--- config.mk ---
export PLATFORM = sky130hd
export DESIGN_NAME = fetch_pc_unit
export DESIGN_NICKNAME = d
export VERILOG_FILES = /design/src/rtl/fetch_pc_unit_pkg.sv /design/src/rtl/fetch_pc_unit.sv
export SDC_FILE = /design/constraint.sdc
export NUM_CORES = 1
export LEC_CHECK = 0
export ABC_AREA = 1
export CAP_MARGIN = 20
export CORE_ASPECT_RATIO = 0.5
export CORE_MARGIN = 10
export CORE_UTILIZATION = 53
export DETAILED_ROUTE_END_ITERATION = 16
export PLACE_DENSITY = 0.85
export REMOVE_ABC_BUFFERS = 1
export SYNTH_ARGS = -nofsm -noshare
export SYNTH_HDL_FRONTEND = slang
export SYNTH_SLANG_ARGS = --single-unit
--- constraint.sdc ---
create_clock -name clk -period 2.8 [get_ports clk]
set_clock_uncertainty 0.05 [all_clocks]
set_input_delay 0.28 -clock clk [delete_from_list [all_inputs] [get_ports clk]]
set_output_delay 0.28 -clock clk [all_outputs]
set_load 0.05 [all_outputs]
--- src/rtl/fetch_pc_unit_pkg.sv ---
// Shared types and constants for the instruction-fetch PC sequencer.
package fetch_pc_unit_pkg;

   localparam int unsigned ADDR_W  = 32;
   localparam int unsigned INSTR_W = 32;

   localparam logic [ADDR_W-1:0] PC_STEP = 32'd4;

   // IDLE: nothing outstanding; BUSY: response will be kept;
   // DROP: response will be discarded (a redirect overtook it).
   typedef enum logic [1:0] {
      IDLE = 2'd0,
      BUSY = 2'd1,
      DROP = 2'd2
   } fetch_state_e;

endpackage : fetch_pc_unit_pkg

--- src/rtl/fetch_pc_unit.sv ---
// Instruction-fetch PC sequencer.
// Owns the fetch PC, keeps at most one request outstanding to instruction
// memory (req/ack), and holds the fetched word in a one-entry buffer for decode.
// Taken branches and jumps redirect fetch, flush younger work and cause any
// in-flight response to be discarded.
// Ports:
//   clk, rst_n                      clock, async active-low reset
//   br_valid/br_taken/br_offset/br_pc  branch resolution from execute
//   jmp_valid/jmp_target            jump resolution from execute
//   imem_req/imem_addr              fetch request toward instruction memory
//   imem_ack/imem_rdata             memory response
//   if_valid/if_instr/if_pc         buffered instruction toward decode
//   id_ready                        decode takes the buffer
//   flush                           kill younger instructions (combinational)
module fetch_pc_unit
   import fetch_pc_unit_pkg::*;
#(
   parameter logic [ADDR_W-1:0] RESET_PC = 32'h0000_0000
) (
   input  logic               clk,
   input  logic               rst_n,
   input  logic               br_valid,
   input  logic               br_taken,
   input  logic [ADDR_W-1:0]  br_offset,
   input  logic [ADDR_W-1:0]  br_pc,
   input  logic               jmp_valid,
   input  logic [ADDR_W-1:0]  jmp_target,
   output logic               imem_req,
   output logic [ADDR_W-1:0]  imem_addr,
   input  logic               imem_ack,
   input  logic [INSTR_W-1:0] imem_rdata,
   output logic               if_valid,
   output logic [INSTR_W-1:0] if_instr,
   output logic [ADDR_W-1:0]  if_pc,
   input  logic               id_ready,
   output logic               flush
);

   fetch_state_e        state_q, state_d;
   logic [ADDR_W-1:0]   pc_q, pc_d;
   logic [ADDR_W-1:0]   addr_q, addr_d;
   logic                if_valid_d;
   logic                load;
   logic [ADDR_W-1:0]   load_pc;
   logic                req_raw;
   logic                br_redirect;
   logic                redirect;
   logic                buf_free;
   logic [ADDR_W-1:0]   target;

   // Redirect decode; a taken branch wins over a simultaneous jump.
   always_comb begin
      br_redirect = br_valid & br_taken;
      redirect    = br_redirect | jmp_valid;
      target      = br_redirect ? (br_pc + PC_STEP + br_offset)
                                : (jmp_target & ~ADDR_W'(3));
      buf_free    = ~if_valid | id_ready;
      flush       = redirect & rst_n;
   end

   // Next-state, request and buffer-load decisions.
   always_comb begin
      state_d   = state_q;
      pc_d      = pc_q;
      addr_d    = addr_q;
      load      = 1'b0;
      load_pc   = pc_q;
      req_raw   = 1'b0;
      imem_addr = pc_q;

      unique case (state_q)
         IDLE: begin
            req_raw   = buf_free & ~redirect;
            imem_addr = pc_q;
            if (redirect) begin
               pc_d = target;
            end else if (req_raw) begin
               if (imem_ack) begin
                  load = 1'b1;
                  pc_d = pc_q + PC_STEP;
               end else begin
                  addr_d  = pc_q;
                  state_d = BUSY;
               end
            end
         end
         BUSY: begin
            req_raw   = 1'b1;
            imem_addr = addr_q;
            if (imem_ack) begin
               state_d = IDLE;
               if (redirect) begin
                  pc_d = target;
               end else begin
                  load    = 1'b1;
                  load_pc = addr_q;
                  pc_d    = addr_q + PC_STEP;
               end
            end else if (redirect) begin
               pc_d    = target;
               state_d = DROP;
            end
         end
         DROP: begin
            req_raw   = 1'b1;
            imem_addr = addr_q;
            if (redirect) begin
               pc_d = target;
            end
            if (imem_ack) begin
               state_d = IDLE;
            end
         end
         default: begin
            state_d = IDLE;
         end
      endcase

      imem_req = req_raw & rst_n;

      // Redirect always empties the buffer; otherwise refill beats drain.
      if (redirect) begin
         if_valid_d = 1'b0;
      end else if (load) begin
         if_valid_d = 1'b1;
      end else if (if_valid & id_ready) begin
         if_valid_d = 1'b0;
      end else begin
         if_valid_d = if_valid;
      end
   end

   // State, PC, latched address and instruction buffer.
   always_ff @(posedge clk or negedge rst_n) begin
      if (!rst_n) begin
         state_q  <= IDLE;
         pc_q     <= RESET_PC;
         addr_q   <= '0;
         if_valid <= 1'b0;
         if_instr <= '0;
         if_pc    <= '0;
      end else begin
         state_q  <= state_d;
         pc_q     <= pc_d;
         addr_q   <= addr_d;
         if_valid <= if_valid_d;
         if (load) begin
            if_instr <= imem_rdata;
            if_pc    <= load_pc;
         end
      end
   end

endmodule : fetch_pc_unit

Word level (Yosys, flattened, before mapping) --
Index checks and enable logic that the tools add are counted.
Storage, ports and cells: ROM bits 0, flip-flop bits (word level) 131, bits in latches 0, RAM bits 0, input port bits 135, memories 0
Operators by class: magnitude comparators 0, shifts and indexed selects 0, add/sub/neg operators 4, muxes and demuxes 29, divide/modulo/power cells 0, reduce and logical (&&, ||, !) cells 7, multiply operators 0, bitwise operators 10, equal/unequal tests 9
Operators by type and width (count):
- 32-bit 2-to-1 mux | 11
- 32-bit by 3-bit adder with 32-bit output (second input constant) | 3
- 32-bit case mux with 3 select lines | 1
- 32-bit adder | 1
- 2-bit 2-to-1 mux | 6
- 3-bit != test (second input constant) | 3
- 1-bit 2-to-1 mux | 8
- 2-bit != test (second input constant) | 4
- 2-bit case mux with 3 select lines | 1
- 3-bit nonzero test | 2
- 1-bit AND | 5
- 5-bit AND reduction | 1
- 1-bit case mux with 2 select lines | 2
- 4-bit AND reduction | 1
- 1-bit inverter | 3
- 3-bit AND reduction | 1
- 2-bit by 1-bit == test with 1-bit output (second input constant) | 1
- 2-bit == test (second input constant) | 1
- 2-bit zero test | 1
- 1-bit bitwise OR | 2
- 2-bit OR reduction | 1

Depth between registers and ports, before layout --
depth in word-level cells 9, depth in mapped cells 17

Worst setup path before layout --
OpenSTA, ideal clock, no wires.
path kind reg-to-output, from register state_q[0], to output port imem_addr[29], required time 2.470 ns, slack 0.154 ns, stages on the path, launching flop included 6, data arrival time 2.316 ns, cell sequence dfrtp_1 -> inv_1 -> ha_1 -> clkbuf_1 -> clkbuf_1 -> o21ai_0
On the way: word-level cells in the longest chain between the ends 3, elaborated cells between the ends (all ways) 4, those cells by class 2 x eq/ne; 1 x mux; 1 x reduce/logical
Ends and longest elaborated chain:
- start, declared | line fetch_pc_unit.sv:39 | fetch_state_e state_q, state_d;
- start signal, assigned | line fetch_pc_unit.sv:143 | state_q <= state_d;
- 2-bit == test / 2-bit by 1-bit == test with 1-bit output (equally long branches) | line fetch_pc_unit.sv:71 | unique case (state_q)
- 2-bit OR reduction (no line) *
- 32-bit 2-to-1 mux * | line fetch_pc_unit.sv:71
- end, declared | line fetch_pc_unit.sv:29 | output logic [ADDR_W-1:0] imem_addr,
Mark *: on every way between the ends. The rest lies on a longest branch, timed or not.

Worst setup path after layout --
from register state_q[0], to output port imem_addr[16]
Same word-level chain as after synthesis.

==> metrics.txt <==
diodes inserted=0; met2 wire length=18.7 mm; vias in the first global route=12.0k; kind of critical path=flip-flop to output pin; DR iter-0 viols=about 1.3k; grt total ovfl=0; ys flop type=dfrtp_1; Post-synth EDFFs=0; RSZ-0062 raised after global routing=false; Setup crit start=state_q[0]; P_int=slightly below 9 mW; Hold WC Path Type=primary input to flip-flop; Comb pwr share=0.659; fmax=between 300 and 400 MHz; #FFs+latches synth=between 100 and 150; row cnt=37; Period minus WS final=between 2000 and 3000 ps; reg-to-reg setup timing slack=320 ps; Routed Antenna Nets=0; nature of the critical path startpoint=flip-flop; placed wire-length estimate=about 34 mm; Cells after Synth=1751; WP data required=2470 ps; via-per-instance ratio=between 5 and 6; Chip Height=122 um; Final nets=around 2.2k; first-pass GRT wire length=67.1 mm; max_slew headroom=0.520; dpl ws=-66.1 ps; area of the core=roughly 0.02 mm2; most common cell after layout, fill and taps aside=nand2_1; Final Hold Viols=0; most frequent cells in the layout=nand2_1, clkdlybuf4s50_1, inv_1, nor2_1, o21ai_0; worst setup path end=imem_addr[16]; crit path DAT=roughly 2400 ps; clk_lat worst skew=430 ps; gpl congestion=1.01; Sw Pwr=10.6 mW; Cell variety after synth=49; First-pass DRT Iterations=7; Final Non-Filler Cells=2256; switching share of power=0.544; worst-path maximum fanout=40; Reg-to-Reg Start=state_q[0]; clock sink count=131; Port Buffers=231; Avg Inst Size Synth=approximately 6.3 um2; Reg clk slew, reported paths=60 ps; peak supply drop=0.694 mV; number of CTS-inserted buffers=17; Final Cycle Share=0.969; R2R cell count=12; status=finished clean; CTS tree=yes; DR WL met3=4.86 mm; placed cells=2224; top routing layer in use=met4; share of cells above drive strength 1=0.0792; Ys Warns=0; WL/cell=18.9 um; pwr dens=1320 mW/mm2; DRT met1 WL=18.5 mm; die width=225 um; fraction of registers with async set/reset=1.00; register share of total power=0.218; H-tree Lvls=4; dpl cell area=0.0142 mm2; clock power share=0.123; Worst-Margin Slew=720 ps; Static Leak=6.96 nW; CP endpoint kind=output pin; Residual DRC=0; Initial Utilization=0.540; Max Cap Viol=0; Global Route Usage Sum=0.307; largest net degree at the start of global routing=132; die area=0.0275 mm2; cell area after layout=0.0148 mm2; fin. max-slew vios=0; Final Core Density=0.719; Final setup viols=0; initial antenna violation count=0; final WL=42.5 mm; Filler cells=1719; I/O Pins=234; worst reg2reg path endpoint=pc_q[21]; Bufs on Longest Clock Path=2; Seq/Total Area, Yosys=0.295; Layout area overhead=33.1%; post-synthesis cell area=around 0.011 mm2; DR vias=12.7k; worst setup margin=86.6 ps; clock root buffer=clkbuf_16
## worst min path at each step
| stage | startpoint | to | slack, ps | cells past startpoint |
|---|---|---|---|---|
| 6_report | imem_rdata[12] | if_instr[12] | 340 | 3 |
| 5_1_grt | imem_rdata[12] | if_instr[12] | 350 | 3 |
| 4_1_cts | imem_rdata[12] | if_instr[12] | 340 | 3 |
| 3_5_place_dp | if_instr[27] | if_instr[27] | 410 | 2 |
| 3_3_place_gp | if_instr[14] | if_instr[14] | 410 | 2 |
| 2_1_floorplan | rst_n | addr_q[0] | -70 | 0 |
## kinds of logic after synthesis
kind of cell,synth area share
adders and majority gates,0.0773
AOI/OAI and AO/OA,0.157
muxes,0.00101
and+or+nand+nor,0.362
buffers and inverters,0.0898
xor gates and xnor gates,0.0181
DFF,0.295
## worst max-delay path, stage by stage, from the launching register on
cell and delay, ps:
dfrtp_1 460, inv_1 100, ha_1 340, buf_4 270, o21ai_0 560, buf_12 220
## synthesized netlist by cell type, types with 8 or more instances
master | number | area, um2
nand2_1 | 627 | 2350
inv_1 | 165 | 619
nor2_1 | 163 | 612
o21ai_0 | 135 | 676
dfrtp_1 | 131 | 3280
nand3_1 | 114 | 571
a21oi_1 | 79 | 395
ha_1 | 67 | 838
clkbuf_1 | 47 | 176
a31oi_1 | 32 | 200
buf_2 | 21 | 105
xor2_1 | 17 | 149
nand4_1 | 15 | 93.8
o211ai_1 | 15 | 113
o21ai_1 | 12 | 60.1
nor3_1 | 11 | 55.1
o21bai_1 | 9 | 67.6
or2_2 | 8 | 50.1
## routing by layer
layer  track usage  vias up
met3        0.0626       40
met1         0.429     5872
met4        0.0621        0
met5             0        -
met2         0.486      612
li1              -     6136
## sequential cells by signal, indices dropped and copies added, names as in the netlist
| name | flops |
|---|---|
| addr_q | 32 |
| if_pc | 32 |
| if_instr | 32 |
| pc_q | 32 |
| state_q | 2 |
| if_valid | 1 |
## power groups by stage
| stage | sequential, mW | combinational (mW) | clock [mW] |
|---|---|---|---|
| finish | 4.24 | 12.8 | 2.40 |
| global route | 4.32 | 13.7 | 2.48 |
| CTS | 4.13 | 12.7 | 2.39 |
| detailed placement | 4.15 | 12.7 | 0 |
| global placement | 4.11 | 12.6 | 0 |
| floorplan | 5.24 | 5.81 | 0 |
## stage by stage
stage	total power, mW	hold slack (ps)	TNS, ps
finish	19.5	335	0
CTS	19.3	337	0
global route	20.5	347	0
global placement	16.7	410	-56.7
floorplan	11.0	-65.6	-51580
detailed placement	16.8	414	-234
## repair_timing
| item | CTS | global route |
|---|---|---|
| hold buffers | 1 | 0 |
| gates resized for setup | 0 | 1 |
| buffers inserted | 0 | 0 |
| endpoints found under the hold margin | 11 | 0 |
| setup endpoints to repair | 0 | 1 |
## area by class of cell
class	count	area [um2]	share of cell area
clock buffer	18	439	0.0297
tap	273	342	0.0231
sequential	131	3280	0.222
multi-input combinational	1369	6850	0.463
inverter	171	642	0.0434
timing repair buffer	281	3070	0.207
clock inverter	13	174	0.0118
No activity file was read; power rests on OpenSTA's default activity.
